[config.mk]
export PLATFORM = sky130hd
export DESIGN_NAME = io_read_decode_block_flat
export DESIGN_NICKNAME = d
export VERILOG_FILES = /design/src/rtl/io_read_decode_if.sv /design/src/rtl/io_read_decode_block.sv /design/src/flat_wrapper.sv
export SDC_FILE = /design/constraint.sdc
export NUM_CORES = 1
export LEC_CHECK = 0
export CAP_MARGIN = 15
export CORE_MARGIN = 10
export CORE_UTILIZATION = 53
export CTS_CLUSTER_SIZE = 10
export DETAILED_ROUTE_END_ITERATION = 8
export GPL_TIMING_DRIVEN = 0
export PLACE_DENSITY = 0.79
export SLEW_MARGIN = 40
export SYNTH_ARGS = -nofsm -noshare
export SYNTH_HDL_FRONTEND = slang
export SYNTH_SLANG_ARGS = --single-unit
[constraint.sdc]
create_clock -name clk -period 1.99 [get_ports clk]
set_clock_uncertainty 0.1 [all_clocks]
set_input_delay 0.398 -clock clk [delete_from_list [all_inputs] [get_ports clk]]
set_output_delay 0.398 -clock clk [all_outputs]
set_load 0.01 [all_outputs]
[src/rtl/io_read_decode_if.sv]
// J1 IO bus as seen by an IO-mapped peripheral: address, write data, strobes and
// the registered read return.
interface io_read_decode_if #(
  parameter int DATA_WIDTH = 16
);
  logic [15:0]           cpu_addr;
  logic [DATA_WIDTH-1:0] cpu_din;
  logic                  io_wr;
  logic                  io_rd;
  logic [DATA_WIDTH-1:0] rd_data;
  logic                  rd_hit;

  modport master (
    output cpu_addr, cpu_din, io_wr, io_rd,
    input  rd_data, rd_hit
  );

  modport slave (
    input  cpu_addr, cpu_din, io_wr, io_rd,
    output rd_data, rd_hit
  );
endinterface

[src/rtl/io_read_decode_block.sv]
// Read-side IO decode for the J1: ball X/Y shadows, vsync frame counter, sticky STATUS, ID.
// Define IORD_FRAME_IRQ_EN to add the IRQ_EN register at offset 5 and the frame interrupt.
module io_read_decode_block #(
  parameter int          DATA_WIDTH = 16,
  parameter logic [15:0] BASE_ADDR  = 16'h0100,
  parameter bit          VS_POL     = 1'b0,
  parameter logic [15:0] ID_VALUE   = 16'h5047
) (
  input  logic              clk,
  input  logic              rst_n,
  io_read_decode_if.slave   bus,
  input  logic              vsync,
  input  logic              sprite_hit,
  output logic              irq
);

  typedef enum logic [2:0] {
    OFF_BALL_X    = 3'd0,
    OFF_BALL_Y    = 3'd1,
    OFF_FRAME_CNT = 3'd2,
    OFF_STATUS    = 3'd3,
    OFF_ID        = 3'd4,
    OFF_IRQ_EN    = 3'd5,
    OFF_RSVD6     = 3'd6,
    OFF_RSVD7     = 3'd7
  } reg_off_e;

  // ---------------------------------------------------------------------------
  // Address decode
  // ---------------------------------------------------------------------------
  logic     in_win;
  reg_off_e off;
  logic     rd_en;
  logic     wr_en;

  assign in_win = (bus.cpu_addr[15:3] == BASE_ADDR[15:3]);
  assign off    = reg_off_e'(bus.cpu_addr[2:0] - BASE_ADDR[2:0]);
  assign rd_en  = bus.io_rd & in_win;
  assign wr_en  = bus.io_wr & in_win;

  // ---------------------------------------------------------------------------
  // Synchronizers and edge detectors for the asynchronous level inputs.
  // vsync is normalised to active-high first so both paths reset to "inactive".
  // ---------------------------------------------------------------------------
  logic       vs_act;
  logic [1:0] vs_sync;
  logic       vs_prev;
  logic [1:0] hit_sync;
  logic       hit_prev;
  logic       frame_edge;
  logic       hit_edge;

  assign vs_act = (vsync == VS_POL);

  // NOTE: sequential state uses non-blocking (<=) so every flop samples pre-edge values.
  always_ff @(posedge clk or negedge rst_n) begin
    if (!rst_n) begin
      vs_sync  <= '0;
      vs_prev  <= 1'b0;
      hit_sync <= '0;
      hit_prev <= 1'b0;
    end else begin
      vs_sync  <= {vs_sync[0], vs_act};
      vs_prev  <= vs_sync[1];
      hit_sync <= {hit_sync[0], sprite_hit};
      hit_prev <= hit_sync[1];
    end
  end

  assign frame_edge = vs_sync[1] & ~vs_prev;
  assign hit_edge   = hit_sync[1] & ~hit_prev;

  // ---------------------------------------------------------------------------
  // Shadow registers for the ball position writes
  // ---------------------------------------------------------------------------
  logic [DATA_WIDTH-1:0] ball_x;
  logic [DATA_WIDTH-1:0] ball_y;

  always_ff @(posedge clk or negedge rst_n) begin
    if (!rst_n) begin
      ball_x <= '0;
      ball_y <= '0;
    end else if (wr_en) begin
      if (off == OFF_BALL_X) ball_x <= bus.cpu_din;
      if (off == OFF_BALL_Y) ball_y <= bus.cpu_din;
    end
  end

  // ---------------------------------------------------------------------------
  // Frame counter: a clear-write beats a coincident frame edge
  // ---------------------------------------------------------------------------
  logic [DATA_WIDTH-1:0] frame_cnt;
  logic                  cnt_clr;

  assign cnt_clr = wr_en && (off == OFF_FRAME_CNT);

  always_ff @(posedge clk or negedge rst_n) begin
    if (!rst_n) begin
      frame_cnt <= '0;
    end else if (cnt_clr) begin
      frame_cnt <= '0;
    end else if (frame_edge) begin
      frame_cnt <= frame_cnt + DATA_WIDTH'(1);
    end
  end

  // ---------------------------------------------------------------------------
  // Sticky STATUS flags: cleared by a STATUS read, but a same-cycle set wins
  // ---------------------------------------------------------------------------
  logic frame_flag;
  logic hit_flag;
  logic frame_ovf;
  logic status_clr;

  assign status_clr = rd_en && (off == OFF_STATUS);

  always_ff @(posedge clk or negedge rst_n) begin
    if (!rst_n) begin
      frame_flag <= 1'b0;
      hit_flag   <= 1'b0;
      frame_ovf  <= 1'b0;
    end else begin
      if (frame_edge)      frame_flag <= 1'b1;
      else if (status_clr) frame_flag <= 1'b0;

      if (frame_edge && frame_flag) frame_ovf <= 1'b1;
      else if (status_clr)          frame_ovf <= 1'b0;

      if (hit_edge)        hit_flag <= 1'b1;
      else if (status_clr) hit_flag <= 1'b0;
    end
  end

  // ---------------------------------------------------------------------------
  // Optional frame interrupt
  // ---------------------------------------------------------------------------
  logic irq_en;

`ifdef IORD_FRAME_IRQ_EN
  logic irq_q;

  always_ff @(posedge clk or negedge rst_n) begin
    if (!rst_n) begin
      irq_en <= 1'b0;
    end else if (wr_en && (off == OFF_IRQ_EN)) begin
      irq_en <= bus.cpu_din[0];
    end
  end

  always_ff @(posedge clk or negedge rst_n) begin
    if (!rst_n) begin
      irq_q <= 1'b0;
    end else begin
      irq_q <= irq_en & frame_flag;
    end
  end

  assign irq = irq_q;
`else
  assign irq_en = 1'b0;
  assign irq    = 1'b0;
`endif

  // ---------------------------------------------------------------------------
  // Read mux and registered read return
  // ---------------------------------------------------------------------------
  logic [DATA_WIDTH-1:0] rd_mux;

  // NOTE: the default assignment up front keeps this block purely combinational (no latch).
  always_comb begin
    rd_mux = '0;
    case (off)
      OFF_BALL_X:    rd_mux = ball_x;
      OFF_BALL_Y:    rd_mux = ball_y;
      OFF_FRAME_CNT: rd_mux = frame_cnt;
      OFF_STATUS:    rd_mux = {{(DATA_WIDTH-3){1'b0}}, frame_ovf, hit_flag, frame_flag};
      OFF_ID:        rd_mux = DATA_WIDTH'(ID_VALUE);
      OFF_IRQ_EN:    rd_mux = {{(DATA_WIDTH-1){1'b0}}, irq_en};
      default:       rd_mux = '0;
    endcase
  end

  // Outputs hold until the next io_rd; the mux sees pre-write state on a read+write cycle.
  always_ff @(posedge clk or negedge rst_n) begin
    if (!rst_n) begin
      bus.rd_data <= '0;
      bus.rd_hit  <= 1'b0;
    end else if (bus.io_rd) begin
      bus.rd_hit  <= in_win;
      bus.rd_data <= in_win ? rd_mux : '0;
    end
  end

endmodule
[src/flat_wrapper.sv]
// flat-port wrapper written by rule: the top's interface ports become plain ports
module io_read_decode_block_flat 
#(
  parameter int          DATA_WIDTH = 16,
  parameter logic [15:0] BASE_ADDR  = 16'h0100,
  parameter bit          VS_POL     = 1'b0,
  parameter logic [15:0] ID_VALUE   = 16'h5047
)
  (clk, rst_n, vsync, sprite_hit, irq, bus_cpu_addr, bus_cpu_din, bus_io_wr, bus_io_rd, bus_rd_data, bus_rd_hit);
  io_read_decode_if #(.DATA_WIDTH(DATA_WIDTH)) bus_i ();
  input  logic clk;
  input  logic rst_n;
  input  logic vsync;
  input  logic sprite_hit;
  output logic irq;
  input wire logic [$bits(bus_i.cpu_addr)-1:0] bus_cpu_addr;
  input wire logic [$bits(bus_i.cpu_din)-1:0] bus_cpu_din;
  input wire logic [$bits(bus_i.io_wr)-1:0] bus_io_wr;
  input wire logic [$bits(bus_i.io_rd)-1:0] bus_io_rd;
  output wire logic [$bits(bus_i.rd_data)-1:0] bus_rd_data;
  output wire logic [$bits(bus_i.rd_hit)-1:0] bus_rd_hit;
  assign bus_i.cpu_addr = bus_cpu_addr;
  assign bus_i.cpu_din = bus_cpu_din;
  assign bus_i.io_wr = bus_io_wr;
  assign bus_i.io_rd = bus_io_rd;
  assign bus_rd_data = bus_i.rd_data;
  assign bus_rd_hit = bus_i.rd_hit;
  io_read_decode_block #(.DATA_WIDTH(DATA_WIDTH), .BASE_ADDR(BASE_ADDR), .VS_POL(VS_POL), .ID_VALUE(ID_VALUE)) u_core (.clk(clk), .rst_n(rst_n), .bus(bus_i), .vsync(vsync), .sprite_hit(sprite_hit), .irq(irq));
endmodule
Word level (Yosys, flattened, before mapping)
Cells that the tools add are included.

Bits in registers: 74. Output and inout bits: 18. Word-level logic and storage cells: 43.

Add/sub/neg operators: 1. Equality and inequality tests: 5. Muxes and demuxes: 8. Bitwise logic cells: 7. Reduce and logical (&&, ||, !) cells: 10.

Operator list (count): $pmux W16 S5 (1); $mux W16 (3); $add A16 B1 Y16 const B (1); $eq A13 B6 Y1 const B (1); $reduce_bool A2 Y1 (4); $eq A3 B2 Y1 const B (2); $and A1 B1 Y1 (4); $mux W1 (4); $reduce_and A2 Y1 (2); $eq A3 B1 Y1 const B (1); $eq A3 B3 Y1 const B (1); $logic_and A1 B1 Y1 (3); $logic_not A3 Y1 (1); $not A1 Y1 (3).

Logic depth before layout (Yosys ltp)
Word-level depth: 5. Depth in mapped cells: 7. Gate-level depth less buffers: 5.

Worst setup path before layout
OpenSTA, ideal clock, no wires.

Path kind: input port to flip-flop. Start point: in bus_cpu_addr[4]. End point: reg u_core.ball_y[10]. Setup time: 127 ps. Data arrival time: 1843 ps. Data required time: 1763 ps. Path slack: -80 ps. Cell stages on the path: 5. Path buffers: 1. Cell sequence: nor4_4 > nand4_2 > nor4b_4 > buf_6 > mux2_1.

Longest elaborated chain between the ends: 3.

RTL lines: from (decl) (line flat_wrapper.sv:16) `input wire logic [$bits(bus_i.cpu_addr)-1:0] bus_cpu_addr;`; $eq A13 B6 Y1 (line io_read_decode_block.sv:36) `assign in_win = (bus.cpu_addr[15:3] == BASE_ADDR[15:3]);`; $and A1 B1 Y1 (line io_read_decode_block.sv:39) `assign wr_en = bus.io_wr & in_win;`; $reduce_and A2 Y1 (no line); to (signal assigned) (line io_read_decode_block.sv:85) `if (off == OFF_BALL_Y) ball_y <= bus.cpu_din;`; to (decl) (line io_read_decode_block.sv:77) `logic [DATA_WIDTH-1:0] ball_y;`.

Every way passes these cells. A chain may end at the register's enable or synchronous reset.

Final worst setup path
Start point: in bus_cpu_addr[9]. End point: reg u_core.ball_y[12].

Same word-level chain as after synthesis.

==> impl_metrics.toml <==
[worst_setup_path]
r2r-start = "u_core.frame_cnt[5]$_DFFE_PN0P_"
path_depth = 7
required_ps = 2140
critPathKind = "in -> reg"
cp.arrival_ps = 2080
rrSetupSlack_ps = 80
cpLargestDelayFamily = "buffers and inverters"
crit_path_start = "bus_cpu_addr[9]"
start_kind = "primary input"
worstSetupEndpoint = "u_core.ball_y[12]$_DFFE_PN0P_"
worst_setup_path_end_kind = "register"
critPathMaxFanout = 5
crit_slowest_cell = "clkdlybuf4s50_1"
crit_chain = "clkdlybuf4s50_1 > nor2_2 > nand4_4 > nor4b_4 > buf_4 > buf_8 > mux2_1"
path_buf_inv = 3
worst_path_largest_cell_delay_ps = 470
reg2regPathDepth = 4
r2r_end = "u_core.frame_cnt[15]$_DFFE_PN0P_"

[sta]
max_freq_mhz = 516.9
maxSlewViolCount = 0
hold_ws_ps = 253.8
setup-violations-final = 0
final.min_clock_period_ps = 1935
rsz0062_at_grt = "false"
slew_headroom_pct = 54.50
finalCritPeriodShare_pct = 97.22
worst_pin_slew_ps = 682.5
finalHoldViolations = 0

[route]
ant_nets = 0
route.detailed.drc = 0
via_count = 2629
first_pass_iters = 4
viasPerCell = 5.765
wl_per_cell_um = 19.09
finalWirelength_mm = 8.704
dr.first_iter.drc_count = 180

[pwr]
leakagePower_nw = 1.946
powerDensity_mw_per_mm2 = 772.2
vdd_drop_max_v = 0.0005349
fin_total_pwr_mw = 3.446

[floorplanning]
core-area_mm2 = 0.006350
rows = 29
ios = 56
initial_core_util_pct = 54.34
die_y_um = 100.7
die_w_um = 100.7
dieArea_mm2 = 0.01014

[finish]
final_cell_mix = "73 x dfrtp_1, 38 x clkdlybuf4s50_1, 27 x nor2_1, 22 x inv_1, 22 x mux2_4"
nFillCells = 453
layout_commonest_cell = "dfrtp_1"
stdcell_count = 456
area_delta_synth_final_pct = 29.30
final_area_mm2 = 0.004462
drive_gt1_share_pct = 20.05
final_nets = 413
n_antenna_cell = 0
final_util_pct = 70.27

[global_route]
antenna_found_initial = 0
grt_max_degree = 42
grt_pass1_wl_mm = 14.11
gr-usage-all-layers_pct = 17.67
grt-ovfl-total = 0
grt_pass1_vias = 2725

[min_path]
hold_depth = 0
min_path_type = "reg -> reg"

[clock_network]
cts_sinks = 74
tritoncts = "built"
clk_latency_ps = 360
clock_path_buffers = 2
cts-root-buf = "clkbuf_8"
clk_pin_slew_worst_paths_ps = 80
cts_buffers = 9
htreeDepth = 3

[logic_synthesis]
synth-seq-area-share_pct = 53.66
synth_edf_count = 0
synth_fp_nets = 343
synth_cell_types = 44
netlist_area_mm2 = 0.003451
synthTopCellsByArea = "dfrtp_1 54%, mux2_2 6.2%, mux2_1 4.2%"
yosys.area.top_type_share_pct = 53.66
syn_inst = 304
ys_ff_latch = 74
syn_area_per_cell_um2 = 11.35
ys_async_sr_fraction_pct = 100.0
synth.largest_area_cell = "dfrtp_1"
synth_flop_cell = "dfrtp_1"
yosysWarnings = 0

[place]
gp_congestion = 0.8689
placedCellCount = 433
port_buffers = 51
hpwlAfterDp_mm = 5.965
post_dp_cell_area_mm2 = 0.004116

[flow_run]
drv_cap = 0

[status]
status = "complete, no violations"
## synthesized netlist by cell type, drive strengths merged, types with 4 or more instances
master / n
dfrtp: 74
mux2: 32
nor2: 28
inv: 22
o22ai: 17
a21oi: 16
mux2i: 14
clkbuf: 11
o21ai: 8
xnor2: 7
buf: 6
nand3: 6
nand4: 6
nor4: 5
nand2: 4
nand2b: 4
nor3: 4
xor2: 4
## repair_timing
item                                    4_1_cts  5_1_grt
gates resized for setup                      24       19
cloned                                        1        0
endpoints found under the setup margin       55       54
buffers inserted                              7        0
pin swaps                                     6        6
hold endpoints to repair                     33        0
hold buffers                                  1        0
## power breakdown
group          internal, mW  total (mW)  switching [mW]
Sequential             1.61        1.78           0.167
Combinational         0.221       0.479           0.258
Clock                 0.615        1.19           0.575
Total                  2.45        3.45            1.00
## cell families (layout without fill, tap and decap cells)
group	Yosys count	in the layout	synth area share [%]
AOI/OAI and AO/OA	55	55	9.681
xor gates and xnor gates	11	11	2.792
adders and majority gates	1	1	0.3625
buffers and inverters	39	114	4.750
DFF	74	74	53.66
muxes	46	46	14.50
other	1	1	0.1087
and+or+nand+nor	77	77	14.14
## state kept, by name, summed over array words and instances, names as in the netlist
signal / flops
u_core.ball_x: 16
u_core.ball_y: 16
u_core.bus.rd_data: 16
u_core.frame_cnt: 16
u_core.hit_sync: 2
u_core.vs_sync: 2
u_core.bus.rd_hit: 1
u_core.frame_flag: 1
u_core.frame_ovf: 1
u_core.hit_flag: 1
u_core.hit_prev: 1
u_core.vs_prev: 1
## per-layer routing
metal	track usage [%]	vias to the layer above	wire, um
met1	21.28	1309	3645
li1	-	1217	-
met4	9.130	0	196
met3	4.527	18	563
met5	0	-	0
met2	28.45	85	4298
## worst min path at each step
stage,from,end,slack [ps]
6_report,u_core.vs_sync[0]$_DFF_PN0_,u_core.vs_sync[1]$_DFF_PN0_,250
3_5_place_dp,rst_n,u_core.bus.rd_data[11]$_DFFE_PN0P_,200
5_1_grt,u_core.vs_sync[0]$_DFF_PN0_,u_core.vs_sync[1]$_DFF_PN0_,270
4_1_cts,u_core.vs_sync[0]$_DFF_PN0_,u_core.vs_sync[1]$_DFF_PN0_,260
2_1_floorplan,rst_n,u_core.ball_x[0]$_DFFE_PN0P_,2
3_3_place_gp,u_core.vs_sync[0]$_DFF_PN0_,u_core.vs_sync[1]$_DFF_PN0_,240
## stage by stage
stage / setup slack, ps / setup TNS [ps]
global route: 0.2460 / 0
detailed placement: -902.2 / -39450
finish: 55.42 / 0
CTS: 1.785 / 0
floorplan: -80.41 / -933.3
global placement: -2003 / -184540
## layout make-up
class / instances / area [um^2] / area share [%]
plain buffers: 15 / 85.08 / 1.907
clock buffers: 10 / 137.6 / 3.085
clock inverters: 6 / 65.06 / 1.458
inverters: 22 / 82.58 / 1.851
multi-input cells: 191 / 1536 / 34.44
flip-flops and latches: 74 / 1853 / 41.53
well taps: 77 / 96.34 / 2.159
repair buffers: 61 / 605.6 / 13.57
Note: power is estimated with default switching activity, not from simulation.
